===== src/rtl/controller_frame_rx.sv =====
// Purpose : assemble SYNC + payload + checksum frames from the SPI receive byte stream and latch the validated payload.
// Latency : result/error pulses and buttons_out/frame_count_out update one clk_in edge after the checksum byte (or after timer expiry).
// Backpres: none - every byte_valid_in pulse is consumed, one byte per cycle is sustained indefinitely.
//
// Ports:
//   clk_in, rst_in       single clock domain, asynchronous active-high reset
//   byte_in/byte_valid_in received byte and its 1-cycle qualifier
//   buttons_out          last validated payload, first payload byte in the MSBs
//   frame_valid_out      1-cycle pulse when buttons_out has just been updated
//   checksum_err_out     1-cycle pulse when a frame is dropped for a bad checksum
//   timeout_err_out      1-cycle pulse when a frame is dropped for an inter-byte stall
//   frame_count_out      validated frame count, wraps at 16'hFFFF
module controller_frame_rx #(
    parameter int          PAYLOAD_BYTES  = 2,
    parameter logic [7:0]  SYNC_BYTE      = 8'hA5,
    parameter int          TIMEOUT_CYCLES = 100_000
) (
    input  logic                         clk_in,
    input  logic                         rst_in,
    input  logic [7:0]                   byte_in,
    input  logic                         byte_valid_in,
    output logic [8*PAYLOAD_BYTES-1:0]   buttons_out,
    output logic                         frame_valid_out,
    output logic                         checksum_err_out,
    output logic                         timeout_err_out,
    output logic [15:0]                  frame_count_out
);

    localparam int TW = $clog2(TIMEOUT_CYCLES + 1);
    localparam int IW = (PAYLOAD_BYTES > 1) ? $clog2(PAYLOAD_BYTES) : 1;

    localparam logic [TW-1:0] TIMER_LAST = TW'(TIMEOUT_CYCLES - 1);
    localparam logic [TW-1:0] TIMER_ONE  = TW'(1);
    localparam logic [IW-1:0] IDX_LAST   = IW'(PAYLOAD_BYTES - 1);
    localparam logic [IW-1:0] IDX_ONE    = IW'(1);

    typedef enum logic [1:0] {
        ST_HUNT    = 2'd0,
        ST_PAYLOAD = 2'd1,
        ST_CHECK   = 2'd2
    } state_t;

    state_t state, state_nxt;

    // Shadow payload: element PAYLOAD_BYTES-1 is the first byte received so
    // the packed vector maps straight onto buttons_out with byte 0 in the MSBs.
    logic [PAYLOAD_BYTES-1:0][7:0] shadow, shadow_nxt;
    logic [7:0]                    sum, sum_nxt;
    logic [IW-1:0]                 idx, idx_nxt;
    logic [TW-1:0]                 timer, timer_nxt;

    logic [8*PAYLOAD_BYTES-1:0]    buttons_nxt;
    logic [15:0]                   count_nxt;
    logic                          frame_valid_nxt;
    logic                          checksum_err_nxt;
    logic                          timeout_err_nxt;

    always_ff @(posedge clk_in or posedge rst_in) begin
        if (rst_in) begin
            state <= ST_HUNT;
        end else begin
            state <= state_nxt;
        end
    end

    always_comb begin
        state_nxt        = state;
        shadow_nxt       = shadow;
        sum_nxt          = sum;
        idx_nxt          = idx;
        timer_nxt        = timer;
        buttons_nxt      = buttons_out;
        count_nxt        = frame_count_out;
        frame_valid_nxt  = 1'b0;
        checksum_err_nxt = 1'b0;
        timeout_err_nxt  = 1'b0;

        case (state)
            ST_HUNT: begin
                // Only a SYNC byte opens a frame; the timer stays parked at zero.
                if (byte_valid_in && (byte_in == SYNC_BYTE)) begin
                    state_nxt = ST_PAYLOAD;
                    idx_nxt   = '0;
                    sum_nxt   = '0;
                    timer_nxt = '0;
                end
            end

            ST_PAYLOAD: begin
                // A byte equal to SYNC_BYTE here is ordinary payload data.
                if (byte_valid_in) begin
                    for (int i = 0; i < PAYLOAD_BYTES; i++) begin
                        if (idx == IW'(PAYLOAD_BYTES - 1 - i)) begin
                            shadow_nxt[i] = byte_in;
                        end
                    end
                    sum_nxt   = sum + byte_in;
                    timer_nxt = '0;
                    if (idx == IDX_LAST) begin
                        state_nxt = ST_CHECK;
                        idx_nxt   = '0;
                    end else begin
                        idx_nxt = idx + IDX_ONE;
                    end
                end else if (timer == TIMER_LAST) begin
                    state_nxt       = ST_HUNT;
                    timeout_err_nxt = 1'b1;
                    timer_nxt       = '0;
                    idx_nxt         = '0;
                    sum_nxt         = '0;
                end else begin
                    timer_nxt = timer + TIMER_ONE;
                end
            end

            ST_CHECK: begin
                if (byte_valid_in) begin
                    state_nxt = ST_HUNT;
                    timer_nxt = '0;
                    sum_nxt   = '0;
                    if (byte_in == sum) begin
                        buttons_nxt     = shadow;
                        count_nxt       = frame_count_out + 16'd1;
                        frame_valid_nxt = 1'b1;
                    end else begin
                        checksum_err_nxt = 1'b1;
                    end
                end else if (timer == TIMER_LAST) begin
                    state_nxt       = ST_HUNT;
                    timeout_err_nxt = 1'b1;
                    timer_nxt       = '0;
                    sum_nxt         = '0;
                end else begin
                    timer_nxt = timer + TIMER_ONE;
                end
            end

            default: begin
                state_nxt = ST_HUNT;
                idx_nxt   = '0;
                sum_nxt   = '0;
                timer_nxt = '0;
            end
        endcase
    end

    always_ff @(posedge clk_in or posedge rst_in) begin
        if (rst_in) begin
            shadow           <= '0;
            sum              <= '0;
            idx              <= '0;
            timer            <= '0;
            buttons_out      <= '0;
            frame_count_out  <= '0;
            frame_valid_out  <= 1'b0;
            checksum_err_out <= 1'b0;
            timeout_err_out  <= 1'b0;
        end else begin
            shadow           <= shadow_nxt;
            sum              <= sum_nxt;
            idx              <= idx_nxt;
            timer            <= timer_nxt;
            buttons_out      <= buttons_nxt;
            frame_count_out  <= count_nxt;
            frame_valid_out  <= frame_valid_nxt;
            checksum_err_out <= checksum_err_nxt;
            timeout_err_out  <= timeout_err_nxt;
        end
    end

endmodule


===== config.mk =====
export PLATFORM = sky130hd
export DESIGN_NAME = controller_frame_rx
export DESIGN_NICKNAME = d
export VERILOG_FILES = /design/src/rtl/controller_frame_rx.sv
export SDC_FILE = /design/constraint.sdc
export NUM_CORES = 1
export LEC_CHECK = 0
export ABC_CLOCK_PERIOD_IN_PS = 6100
export BUFFER_PORTS_ARGS = -buffer_cell sky130_fd_sc_hd__buf_2
export CAP_MARGIN = 10
export CORE_ASPECT_RATIO = 1.2
export CORE_MARGIN = 4
export CORE_UTILIZATION = 45
export DETAILED_ROUTE_END_ITERATION = 12
export GPL_TIMING_DRIVEN = 0
export PLACE_DENSITY_LB_ADDON = 0.2
export SETUP_SLACK_MARGIN = 0.5
export SLEW_MARGIN = 5
export SYNTH_ARGS = -nofsm -noshare
export SYNTH_HDL_FRONTEND = slang
export SYNTH_SLANG_ARGS = --single-unit

===== constraint.sdc =====
create_clock -name clk_in -period 6.1 [get_ports clk_in]
set_input_delay 0.305 -clock clk_in [delete_from_list [all_inputs] [get_ports clk_in]]
set_output_delay 0.305 -clock clk_in [all_outputs]
set_load 0.05 [all_outputs]

==> Yosys cells after proc, flatten, opt, wreduce, memory -nomap -nowiden <==
Index checks and enable logic that the tools add are counted.
{ "totals": {"ff_bits": 79, "inputBits": 11, "output_inout_bits": 35, "elab_cells": 62} }
{ "classes": {"addsub": 4, "n_eq_ne": 8, "mux": 29, "n_bitwise": 2, "reduce_logical": 8} }
{ "op_table": {"columns": ["cell", "n"], "rows": [
  ["2-to-1 mux 17 bit", 3],
  ["one-hot mux 17 bit (2 select lines)", 1],
  ["2-to-1 mux 8 bit", 4],
  ["one-hot mux 8 bit (3 select lines)", 1],
  ["adder 17 x 1 -> 17 bit (second input constant)", 1],
  ["== test 17 bit (second input constant)", 1],
  ["adder 16 x 1 -> 16 bit (second input constant)", 1],
  ["2-to-1 mux 1 bit", 13],
  ["AND reduction 3 bit", 4],
  ["2-to-1 mux 2 bit", 5],
  ["adder 8 bit", 1],
  ["== test 8 bit", 1],
  ["== test 8 bit (second input constant)", 1],
  ["inequality test 3 bit (second input constant)", 2],
  ["one-hot mux 2 bit (3 select lines)", 1],
  ["one-hot mux 1 bit (3 select lines)", 1],
  ["== test 2 x 1 -> 1 bit (second input constant)", 1],
  ["== test 2 bit (second input constant)", 1],
  ["logical NOT 2 bit", 1],
  ["inequality test 2 bit (second input constant)", 1],
  ["inverter 1 bit", 2],
  ["AND reduction 2 bit", 1],
  ["OR reduction 2 bit", 1],
  ["adder 1 bit (second input constant)", 1],
  ["logical AND 1 bit", 1]
]} }

==> Depth between registers and ports, before layout <==
Gate-level depths: netlist of the first run.
{ "logic_depth": {"depth_word": 4, "depth_mapped": 9, "ltp_nobuf": 8} }

==> Worst setup path after synthesis of the first run <==
No wires, ideal clock.
{ "synth_timing": {"path_type": "register -> register", "start": "register sum[3]", "end": "register frame_count_out[13]", "setup_ns": 0.141, "t_arrival_ns": 2.065, "setup_slack_ns": 3.895, "path_stages_with_launch": 7, "period_less_slack_ns": 2.205, "path_cell_list": "dfrtp_1 > ha_1 > nor4_1 > nand4b_1 > nor3_1 > nand4_1 > xnor2_1"} }
{ "synth_between": {"elab_chain_len": 2} }
{ "synth_lines": {"columns": ["element", "line", "source"], "rows": [
  ["start, declared", "48", "logic [7:0] sum, sum_nxt;"],
  ["start signal, assigned", "160", "sum <= sum_nxt;"],
  ["== test 8 bit", "121", "if (byte_in == sum) begin"],
  ["AND reduction 3 bit (no source line)", null, null],
  ["end signal, assigned", "164", "frame_count_out <= count_nxt;"],
  ["end, declared", "26", "output logic [15:0] frame_count_out"]
]} }
Every way passes these cells.
A chain may end at the register's enable or synchronous reset.

==> Worst setup path in the final report of the first run <==
{ "layout_timing": {"start": "register state[0]", "end": "register frame_count_out[14]"} }
{ "layout_between": {"elab_chain_len": 2} }
{ "layout_lines": {"columns": ["element", "line", "source"], "rows": [
  ["start, declared", "43", "state_t state, state_nxt;"],
  ["start signal, assigned", "62", "state <= state_nxt;"],
  ["== test 2 bit", "78", "case (state)"],
  ["AND reduction 3 bit (no source line)", null, null]
]} }
Every way passes these cells.

==> flow_metrics.env, run 1 <==
export IMPL_outcome="complete, no violations"
export IMPL_fp_coreArea_mm2=0.00870
export IMPL_die_area_mm2=0.0107
export IMPL_yosys_warnings=0
export IMPL_place_hpwl_um=6710
export IMPL_syn_nets=437
export IMPL_cts_resized=0
export IMPL_insertion_delay_ns=0.35
export IMPL_synth_top_family_by_area="simple AND/OR/NAND/NOR gates"
export IMPL_root_buffer="clkbuf_8"
export IMPL_period_minus_slack_ns=2.71
export IMPL_setup_worst_path_class="flop to flop"
export IMPL_p_switching_mw=0.591
export IMPL_port_buffer_count=44
export IMPL_syn_inst=412
export IMPL_die_w_um=95.1
export IMPL_drt_pass1_iter_count=5
export IMPL_crit_path_end_kind="flop"
export IMPL_internal_power_mw=1.03
export IMPL_cts_setup_buffers=0
export IMPL_clock_path_buffers=2
export IMPL_max_freq_mhz=369
export IMPL_synth_edf_count=0
export IMPL_htree_levels=3
export IMPL_avgViaCountPerCell=5.56
export IMPL_gp_congestion=0.799
export IMPL_drc=0
export IMPL_switching_share_pct=36.4
export IMPL_r2r_slack_ns=3.39
export IMPL_ir_drop_mv=0.145
export IMPL_setup_tns_ns=0
export IMPL_power_mw=1.62
export IMPL_synthToLayoutAreaGrowth_pct=14.5
export IMPL_slew_violations=0
export IMPL_drtIter0Drc=144
export IMPL_grt_ovfl_total=0
export IMPL_cts_hold_repair_buffers=1
export IMPL_start_util_pct=47.0
export IMPL_nets=494
export IMPL_synthAdderAreaFrac_pct=4.46
export IMPL_finalSetupViolCount=0
export IMPL_synth_xor_area_share_pct=4.06
export IMPL_grt_pass1_wl_um=15800
export IMPL_async_flop_share_pct=100
export IMPL_hp_class="primary input to flop"
export IMPL_synth_compound_area_share_pct=14.9
export IMPL_layout_drive_gt1_share_pct=20.1
export IMPL_cp_max_fo=10
export IMPL_cts_tree="done"
export IMPL_final_core_util_pct=53.8
export IMPL_antenna_cells=0
export IMPL_p_seq_share_pct=41.5
export IMPL_num_vias=3273
export IMPL_maxCapViolCount=0
export IMPL_fin_crit_sh_pct=44.4
export IMPL_synthesis_area_mm2=0.00409
export IMPL_path_cells="inv_1 -> ha_1 -> clkbuf_1 -> nand2_1 -> nand4b_1 -> nor3_1 -> nand4_1 -> xnor2_1"
export IMPL_critPathMaxStageDelay_ns=0.72
export IMPL_cp_arrival_ns=2.95
export IMPL_required_ns=6.34
export IMPL_power_frac_clock_pct=23.3
export IMPL_p_leak_nw=2.30
export IMPL_avgSynthCellArea_um2=9.94
export IMPL_ys_seq_area_share_pct=48.3
export IMPL_std_cell_rows=37
export IMPL_wl_um=9250
export IMPL_ioPinCount=46
export IMPL_rsz0062_at_grt="false"
export IMPL_synthMuxAreaShare_pct=4.37
export IMPL_hold_viol_final=0
export IMPL_cts_sinks=79
export IMPL_synthFlopType="dfrtp_1"
export IMPL_die_y_um=112
export IMPL_fin_skew_ns=0.0141
export IMPL_synth_simple_area_share_pct=21.1
export IMPL_grt_start_max_net_pins=48
export IMPL_synth_seq_cells=79
export IMPL_cts_made_buffers=9
export IMPL_hold_ws_ns=0.241
export IMPL_worst_pin_slew_ns=1.23
export IMPL_antenna_found_initial=0
export IMPL_p_comb_share_pct=35.1
export IMPL_power_density_mw_per_mm2=346
export IMPL_slew_headroom_pct=17.3
export IMPL_grt_pass1_vias=3221
export IMPL_startpoint_type="flop"
export IMPL_path_clk_slew_ns=0.08
export IMPL_synth_distinct_cells=61
export IMPL_antenna_left=0
export IMPL_grt_usage_pct=18.6
export IMPL_routedWlPerCell_um=15.7
export IMPL_worst_path_max_delay_cell="nor3_1"
[cells by family (layout without fill, tap and decap cells)]
family / after synthesis / in the layout
AND/OR/NAND/NOR: 170 / 170
AO/OA/AOI/OAI: 87 / 87
multiplexers: 16 / 16
buffers and inverters: 27 / 87
adder cells (fa/ha/maj): 14 / 14
flip-flops: 79 / 79
XOR/XNOR: 19 / 19
[metal layers]
layer	vias to the layer above	wire length, µm	track usage (%)
met5	-	0	0
met1	1578	4020	23.0
met4	0	225	7.99
met2	77	4540	30.9
met3	18	458	3.89
li1	1600	-	-
[power groups by stage]
| stage | clock [mW] | sequential, mW | combinational, mW |
|---|---|---|---|
| final | 0.379 | 0.673 | 0.570 |
| after global routing | 0.411 | 0.683 | 0.636 |
| after CTS | 0.389 | 0.672 | 0.572 |
| after detailed placement | 0 | 0.682 | 0.569 |
| after global placement | 0 | 0.677 | 0.553 |
| after floorplan | 0 | 0.690 | 0.410 |
[synthesized netlist by cell type, types with 4 or more instances]
cell	count	area share [%]
or3_1	5	0.76
xor2_1	5	1.1
mux2_2	15	4.1
nor3_1	16	2.0
clkbuf_1	6	0.55
nor2_1	14	1.3
xnor2_1	14	3.0
a21oi_1	16	2.0
ha_1	13	4.0
dfrtp_1	79	48
a21o_1	6	1.1
and2_1	5	0.76
nand2_1	78	7.2
o211ai_1	4	0.73
nand4_1	8	1.2
nor4_1	9	1.4
a22o_1	10	2.1
inv_1	13	1.2
o21ai_0	21	2.6
and3_1	6	0.92
nand3_1	9	1.1
[sequential cells by signal, indices dropped and copies added (netlist names)]
signal,flops
shadow,16
idx,1
checksum_err_out,1
timer,17
sum,8
frame_valid_out,1
buttons_out,16
timeout_err_out,1
frame_count_out,16
state,2
[critical path: cells and delay by family, from the launching register on]
family / cells / cell delay (ns)
XOR/XNOR: 1 / 0.16
adder cells (fa/ha/maj): 1 / 0.15
buffers and inverters: 2 / 0.47
flip-flops: 1 / 0.42
AND/OR/NAND/NOR: 4 / 1.39
[path summary, 6_finish.rpt]
path | depth (start not counted) | to | start
worst max-delay path | 8 | frame_count_out[14] | state[0]
worst min-delay path | 2 | shadow[14] | byte_in[6]
worst max register to register | 8 | frame_count_out[14] | state[0]
worst min register to register | 2 | buttons_out[0] | shadow[0]
max in group asynchronous | 4 | sum[3] | rst_in
min in group asynchronous | 3 | shadow[1] | rst_in
[cell type report]
type | count | area [µm²]
clock buffers | 10 | 138
flip-flops and latches | 79 | 1980
fillers | 810 | 4020
repair buffers | 46 | 258
multi-input cells | 306 | 2000
clock inverters | 4 | 47.5
plain buffers | 13 | 63.8
inverters | 14 | 55.1
well taps | 117 | 146
[stage by stage]
stage                     std cells  setup slack [ns]  area (µm²)
after floorplan                 412              3.77        4090
after global placement          573              2.83        4460
after detailed placement        574              3.35        4490
after CTS                       589              3.39        4690
after global routing            589              3.08        4690
final                           589              3.39        4690
[layout by cell type (no fill, tap or decap), types with 4 or more instances in the layout]
| master | count |
|---|---|
| a22o_1 | 10 |
| nor4_1 | 9 |
| xnor2_1 | 14 |
| clkbuf_8 | 10 |
| buf_2 | 47 |
| nand2_1 | 78 |
| ha_1 | 13 |
| nand3_1 | 9 |
| o21ai_0 | 21 |
| a21oi_1 | 16 |
| and3_1 | 6 |
| nor2_1 | 14 |
| nor3_1 | 16 |
| clkbuf_1 | 6 |
| xor2_1 | 5 |
| nand4_1 | 8 |
| mux2_2 | 15 |
| a21o_1 | 6 |
| o211ai_1 | 4 |
| dfrtp_1 | 79 |
| or3_1 | 5 |
| and2_1 | 5 |
| inv_1 | 12 |
Power figures use the tool's default switching activity.
==> run 2, diff against run 1 <==
- ABC_CLOCK_PERIOD_IN_PS: 6100 -> 2700
- clock period: 6.1 -> 2.7 ns (I/O delays scaled with it)
==> run 2 against run 1 <==
  * Clock power grew 130%
  * Design area increased by 5.8%
  * Non-clock buffer count increased by 15
  * Die area unchanged
  * Sequential share of layout area is 2.3 points lower
  * Critical path depth down 3
  * Total power increased by 140%
  * Fmax is 26% higher
  * First-iteration DRC count increased by 13%
  * Critical path type unchanged
  * Critical endpoint is now sum[5]
==> flow_metrics.env, run 2 (same netlist as run 1, synthesis figures left out) <==
export IMPL_gp_congestion=0.799
export IMPL_fp_coreArea_mm2=0.00870
export IMPL_power_frac_clock_pct=22.3
export IMPL_cts_made_buffers=9
export IMPL_drc=0
export IMPL_final_core_util_pct=57.0
export IMPL_largest_register="timer"
export IMPL_path_clk_slew_ns=0.09
export IMPL_antenna_left=0
export IMPL_cp_max_fo=8
export IMPL_rsz0062_at_grt="true"
export IMPL_synthToLayoutAreaGrowth_pct=21.1
export IMPL_critPathMaxStageDelay_ns=0.57
export IMPL_outcome="complete, no violations"
export IMPL_num_vias=3393
export IMPL_max_freq_mhz=463
export IMPL_grt_usage_pct=18.8
export IMPL_cts_tree="done"
export IMPL_die_w_um=95.1
export IMPL_grt_start_max_net_pins=48
export IMPL_worst_pin_slew_ns=0.633
export IMPL_largest_register_ffs=17
export IMPL_die_y_um=112
export IMPL_switching_share_pct=36.6
export IMPL_r2r_worst_path_cells=5
export IMPL_port_buffer_count=44
export IMPL_hp_class="primary input to flop"
export IMPL_setup_ws_ns=0.541
export IMPL_root_buffer="clkbuf_8"
export IMPL_finalSetupViolCount=0
export IMPL_final_cell_mix="dfrtp_1 (78), nand2_1 (77), buf_2 (47), o21ai_0 (20)"
export IMPL_hold_viol_final=0
export IMPL_setup_tns_ns=0
export IMPL_maxCapViolCount=0
export IMPL_grt_ovfl_total=0
export IMPL_wl_um=9680
export IMPL_path_cells="or4_4 -> nor2_2 -> a211oi_4 -> a221o_1 -> a22o_1"
export IMPL_nets=509
export IMPL_period_minus_slack_ns=2.16
export IMPL_htree_levels=3
export IMPL_cp_arrival_ns=2.40
export IMPL_grt_pass1_wl_um=16000
export IMPL_internal_power_mw=2.46
export IMPL_fin_crit_sh_pct=80.0
export IMPL_insertion_delay_ns=0.36
export IMPL_antenna_cells=0
export IMPL_avgViaCountPerCell=5.62
export IMPL_grt_pass1_vias=3272
export IMPL_holdPathStages=2
export IMPL_std_cell_rows=37
export IMPL_fin_skew_ns=0.0150
export IMPL_layout_drive_gt1_share_pct=27.9
export IMPL_slew_headroom_pct=57.7
export IMPL_antenna_found_initial=0
export IMPL_startpoint_type="flop"
export IMPL_pre_cts_ws_ns=0.0209
export IMPL_p_comb_share_pct=38.5
export IMPL_setup_worst_path_class="flop to flop"
export IMPL_worst_path_max_delay_cell="or4_4"
export IMPL_p_switching_mw=1.42
export IMPL_p_seq_share_pct=39.2
export IMPL_cts_sinks=79
export IMPL_drtIter0Drc=163
export IMPL_mostFrequentLayoutCell="dfrtp_1"
export IMPL_ioPinCount=46
export IMPL_crit_path_end_kind="flop"
export IMPL_die_area_mm2=0.0107
export IMPL_required_ns=2.94
export IMPL_place_hpwl_um=6710
export IMPL_ir_drop_mv=0.349
export IMPL_routedWlPerCell_um=16.0
export IMPL_drt_pass1_iter_count=4
export IMPL_clock_path_buffers=2
export IMPL_slew_violations=0
export IMPL_p_leak_nw=2.46
export IMPL_start_util_pct=47.0
export IMPL_power_density_mw_per_mm2=781
## run 2: path summary, 6_finish.rpt
kind / startpoint / endpoint / slack, ns
setup reg to reg: timer[5] / sum[5] / 0.54
hold reg to reg: shadow[3] / buttons_out[3] / 0.47
min in group asynchronous: rst_in / shadow[1] / 0.34
setup / recovery: timer[5] / sum[5] / 0.54
hold / removal: byte_in[6] / shadow[14] / 0.07
max in group asynchronous: rst_in / timer[5] / 1.77
## run 2: power groups by stage
stage / sequential (mW) / clock, mW / combinational [mW]
6_report: 1.52 / 0.862 / 1.49
5_1_grt: 1.54 / 0.929 / 1.64
4_1_cts: 1.52 / 0.879 / 1.33
3_5_place_dp: 1.54 / 0 / 1.29
3_3_place_gp: 1.53 / 0 / 1.25
2_1_floorplan: 1.56 / 0 / 0.927
## run 2: area by class of cell
| class | instances | area [µm²] |
|---|---|---|
| Buffer | 13 | 73.8 |
| Clock buffer | 10 | 138 |
| Clock inverter | 4 | 47.5 |
| Fill cell | 777 | 3740 |
| Inverter | 14 | 55.1 |
| Multi-Input combinational cell | 306 | 2140 |
| Sequential cell | 79 | 1980 |
| Tap cell | 117 | 146 |
| Timing Repair Buffer | 61 | 378 |
## run 2: worst max-delay path, delay by kind of cell (launching register included)
kind,cells,cell delay [ns]
flops,1,0.44
compound gates,3,0.81
simple gates,2,0.80
## run 2: layer usage
metal	wire length, µm	GRT usage, %
met1	4150	23.1
met2	4830	31.3
met3	441	3.95
met4	251	8.37
met5	0	0
## run 2: through the flow
step | std cells | hold WS (ns) | power [mW] | area (µm²)
floorplan | 412 | 0.286 | 2.48 | 4090
global placement | 573 | 0.436 | 2.78 | 4460
detailed placement | 574 | 0.175 | 2.83 | 4490
CTS | 595 | 0.0560 | 3.72 | 4780
global route | 604 | 0.0623 | 4.11 | 4960
finish | 604 | 0.0683 | 3.87 | 4960
## run 2: repair_timing
action,CTS,global route
gates cloned,0,1
pin swaps,2,6
setup buffers,6,8
hold buffers,1,0
resized for setup,14,31
hold endpoints to repair,32,0
setup endpoints to repair,47,45
==> run 3, diff against run 2 <==
- ABC_CLOCK_PERIOD_IN_PS: 2700 -> 2100
- clock period: 2.7 -> 2.1 ns (I/O delays scaled with it)
==> run 3 against run 2 <==
  * The run now ends with negative setup slack left
  * Non-clock buffer count rose by 34
  * Highest routed layer unchanged
  * First-iteration DRC count rose by 6.7%
  * Global-route usage rose by 2.9 points
  * Clock skew fell by 0.0062 ns
  * Utilization rose by 11 points
  * Sequential share of layout area fell by 6.2 points
  * Clock-buffer cell count did not move
  * Clock power rose by 51%
  * Fmax rose by 1.5%
  * Total power rose by 51%
  * Worst hold slack got worse by 0.0081 ns
==> flow_metrics.env, run 3 (same netlist as run 1, synthesis figures left out) <==
export IMPL_outcome="complete, but fails checks"
export IMPL_violations="negative setup slack"
export IMPL_slew_violations=0
export IMPL_grt_usage_pct=21.7
export IMPL_startpoint_type="flop"
export IMPL_drtIter0Drc=174
export IMPL_cts_tree="done"
export IMPL_ioPinCount=46
export IMPL_slew_headroom_pct=51.6
export IMPL_htree_levels=3
export IMPL_insertion_delay_ns=0.37
export IMPL_grt_ovfl_total=0
export IMPL_antenna_left=0
export IMPL_crit_path_end_kind="flop"
export IMPL_avgViaCountPerCell=5.70
export IMPL_max_freq_mhz=470
export IMPL_place_hpwl_um=6860
export IMPL_final_area_mm2=0.00589
export IMPL_routedWlPerCell_um=18.0
export IMPL_place_area_mm2=0.00474
export IMPL_cp_arrival_ns=2.38
export IMPL_worst_pin_slew_ns=0.724
export IMPL_p_leak_nw=2.81
export IMPL_die_area_mm2=0.0107
export IMPL_grt_start_max_net_pins=41
export IMPL_largest_register_ffs=17
export IMPL_critPathMaxStageDelay_ns=0.56
export IMPL_grt_pass1_vias=3638
export IMPL_period_minus_slack_ns=2.13
export IMPL_p_comb_share_pct=43.4
export IMPL_synthToLayoutAreaGrowth_pct=43.8
export IMPL_switching_share_pct=37.1
export IMPL_nets=543
export IMPL_largest_register="timer"
export IMPL_setup_ws_ns=-0.0269
export IMPL_drt_pass1_iter_count=4
export IMPL_path_cells="or4_4 -> or2_4 -> o211ai_1 -> buf_4 -> o21ai_1 -> a22o_2"
export IMPL_mostFrequentLayoutCell="dfrtp_1"
export IMPL_root_buffer="clkbuf_8"
export IMPL_worst_path_max_delay_cell="or4_4"
export IMPL_ir_drop_mv=0.462
export IMPL_clock_path_buffers=2
export IMPL_final_cell_mix="dfrtp_1 (76), buf_2 (45), nand2_1 (40), buf_4 (31), nand2_2 (30)"
export IMPL_layout_drive_gt1_share_pct=46.7
export IMPL_start_util_pct=47.0
export IMPL_cts_sinks=79
export IMPL_antenna_cells=0
export IMPL_drc=0
export IMPL_final_core_util_pct=67.6
export IMPL_cp_max_fo=5
export IMPL_port_buffer_count=44
export IMPL_finalSetupViolCount=6
export IMPL_grt_pass1_wl_um=18000
export IMPL_hold_viol_final=0
export IMPL_num_vias=3647
export IMPL_fp_coreArea_mm2=0.00870
export IMPL_die_w_um=95.1
export IMPL_antenna_found_initial=0
export IMPL_power_mw=5.83
export IMPL_hp_class="primary input to flop"
export IMPL_power_frac_clock_pct=22.4
export IMPL_r2r_slack_ns=-0.03
export IMPL_maxCapViolCount=0
export IMPL_fin_crit_sh_pct=101
export IMPL_power_density_mw_per_mm2=991
export IMPL_gp_congestion=0.812
export IMPL_internal_power_mw=3.67
export IMPL_p_seq_share_pct=34.3
export IMPL_cts_made_buffers=9
export IMPL_wl_um=11500
export IMPL_path_clk_slew_ns=0.09
export IMPL_die_y_um=112
export IMPL_fin_skew_ns=0.00880
export IMPL_p_switching_mw=2.16
export IMPL_std_cell_rows=37
export IMPL_required_ns=2.36
export IMPL_rsz0062_at_grt="true"
export IMPL_setup_worst_path_class="flop to flop"
-- run 3: path summary, 6_finish.rpt --
kind,start,end,cells past startpoint
worst max-delay path,timer[6],timer[2],6
min in group asynchronous,rst_in,buttons_out[3],3
max in group asynchronous,rst_in,timer[9],4
worst min-delay path,byte_in[5],shadow[13],2
worst max register to register,timer[6],timer[2],6
worst min register to register,frame_count_out[15],frame_count_out[15],1
-- run 3: through the flow --
step / setup slack [ns] / hold WS [ns] / TNS (ns) / std cells
floorplan: 0.0939 / 0.255 / 0 / 412
global placement: -0.321 / 0.404 / -5.58 / 573
detailed placement: -0.329 / 0.00614 / -6.93 / 575
CTS: -0.0312 / 0.0531 / -0.0991 / 626
global route: -0.123 / 0.0683 / -0.876 / 640
finish: -0.0269 / 0.0602 / -0.0520 / 640
-- run 3: critical path: cells and delay by family (launching register included) --
family | cells | cell delay, ns
buf+inv | 1 | 0.21
compound gates | 3 | 0.58
simple gates | 2 | 0.84
flops | 1 | 0.40
-- run 3: final cells by class --
| type | count | area (µm²) |
|---|---|---|
| Fill cell | 657 | 2820 |
| Buffer | 13 | 163 |
| Inverter | 14 | 71.3 |
| Multi-Input combinational cell | 306 | 2560 |
| Clock buffer | 10 | 138 |
| Sequential cell | 79 | 1980 |
| Tap cell | 117 | 146 |
| Clock inverter | 6 | 93.8 |
| Timing Repair Buffer | 95 | 732 |
-- run 3: power by group through the flow --
| stage | logic, mW | clock network, mW | registers [mW] |
|---|---|---|---|
| floorplan | 1.37 | 0 | 2.02 |
| global placement | 1.80 | 0 | 1.99 |
| detailed placement | 1.85 | 0 | 2.00 |
| CTS | 2.32 | 1.32 | 1.97 |
| global route | 2.72 | 1.38 | 2.02 |
| finish | 2.53 | 1.30 | 2.00 |
-- run 3: repair_timing --
action,in CTS,in global routing
pin swaps,40,44
gates resized for setup,91,43
setup endpoints to repair,76,75
setup buffers,30,13
cloned,4,1
hold endpoints to repair,79,0
hold buffers,1,0
-- run 3: per-layer routing --
metal	GRT usage (%)	up-vias	wire [µm]
met2	37.6	109	6040
li1	-	1692	-
met5	0	-	0
met3	3.55	35	489
met4	11.6	0	431
met1	24.9	1811	4560
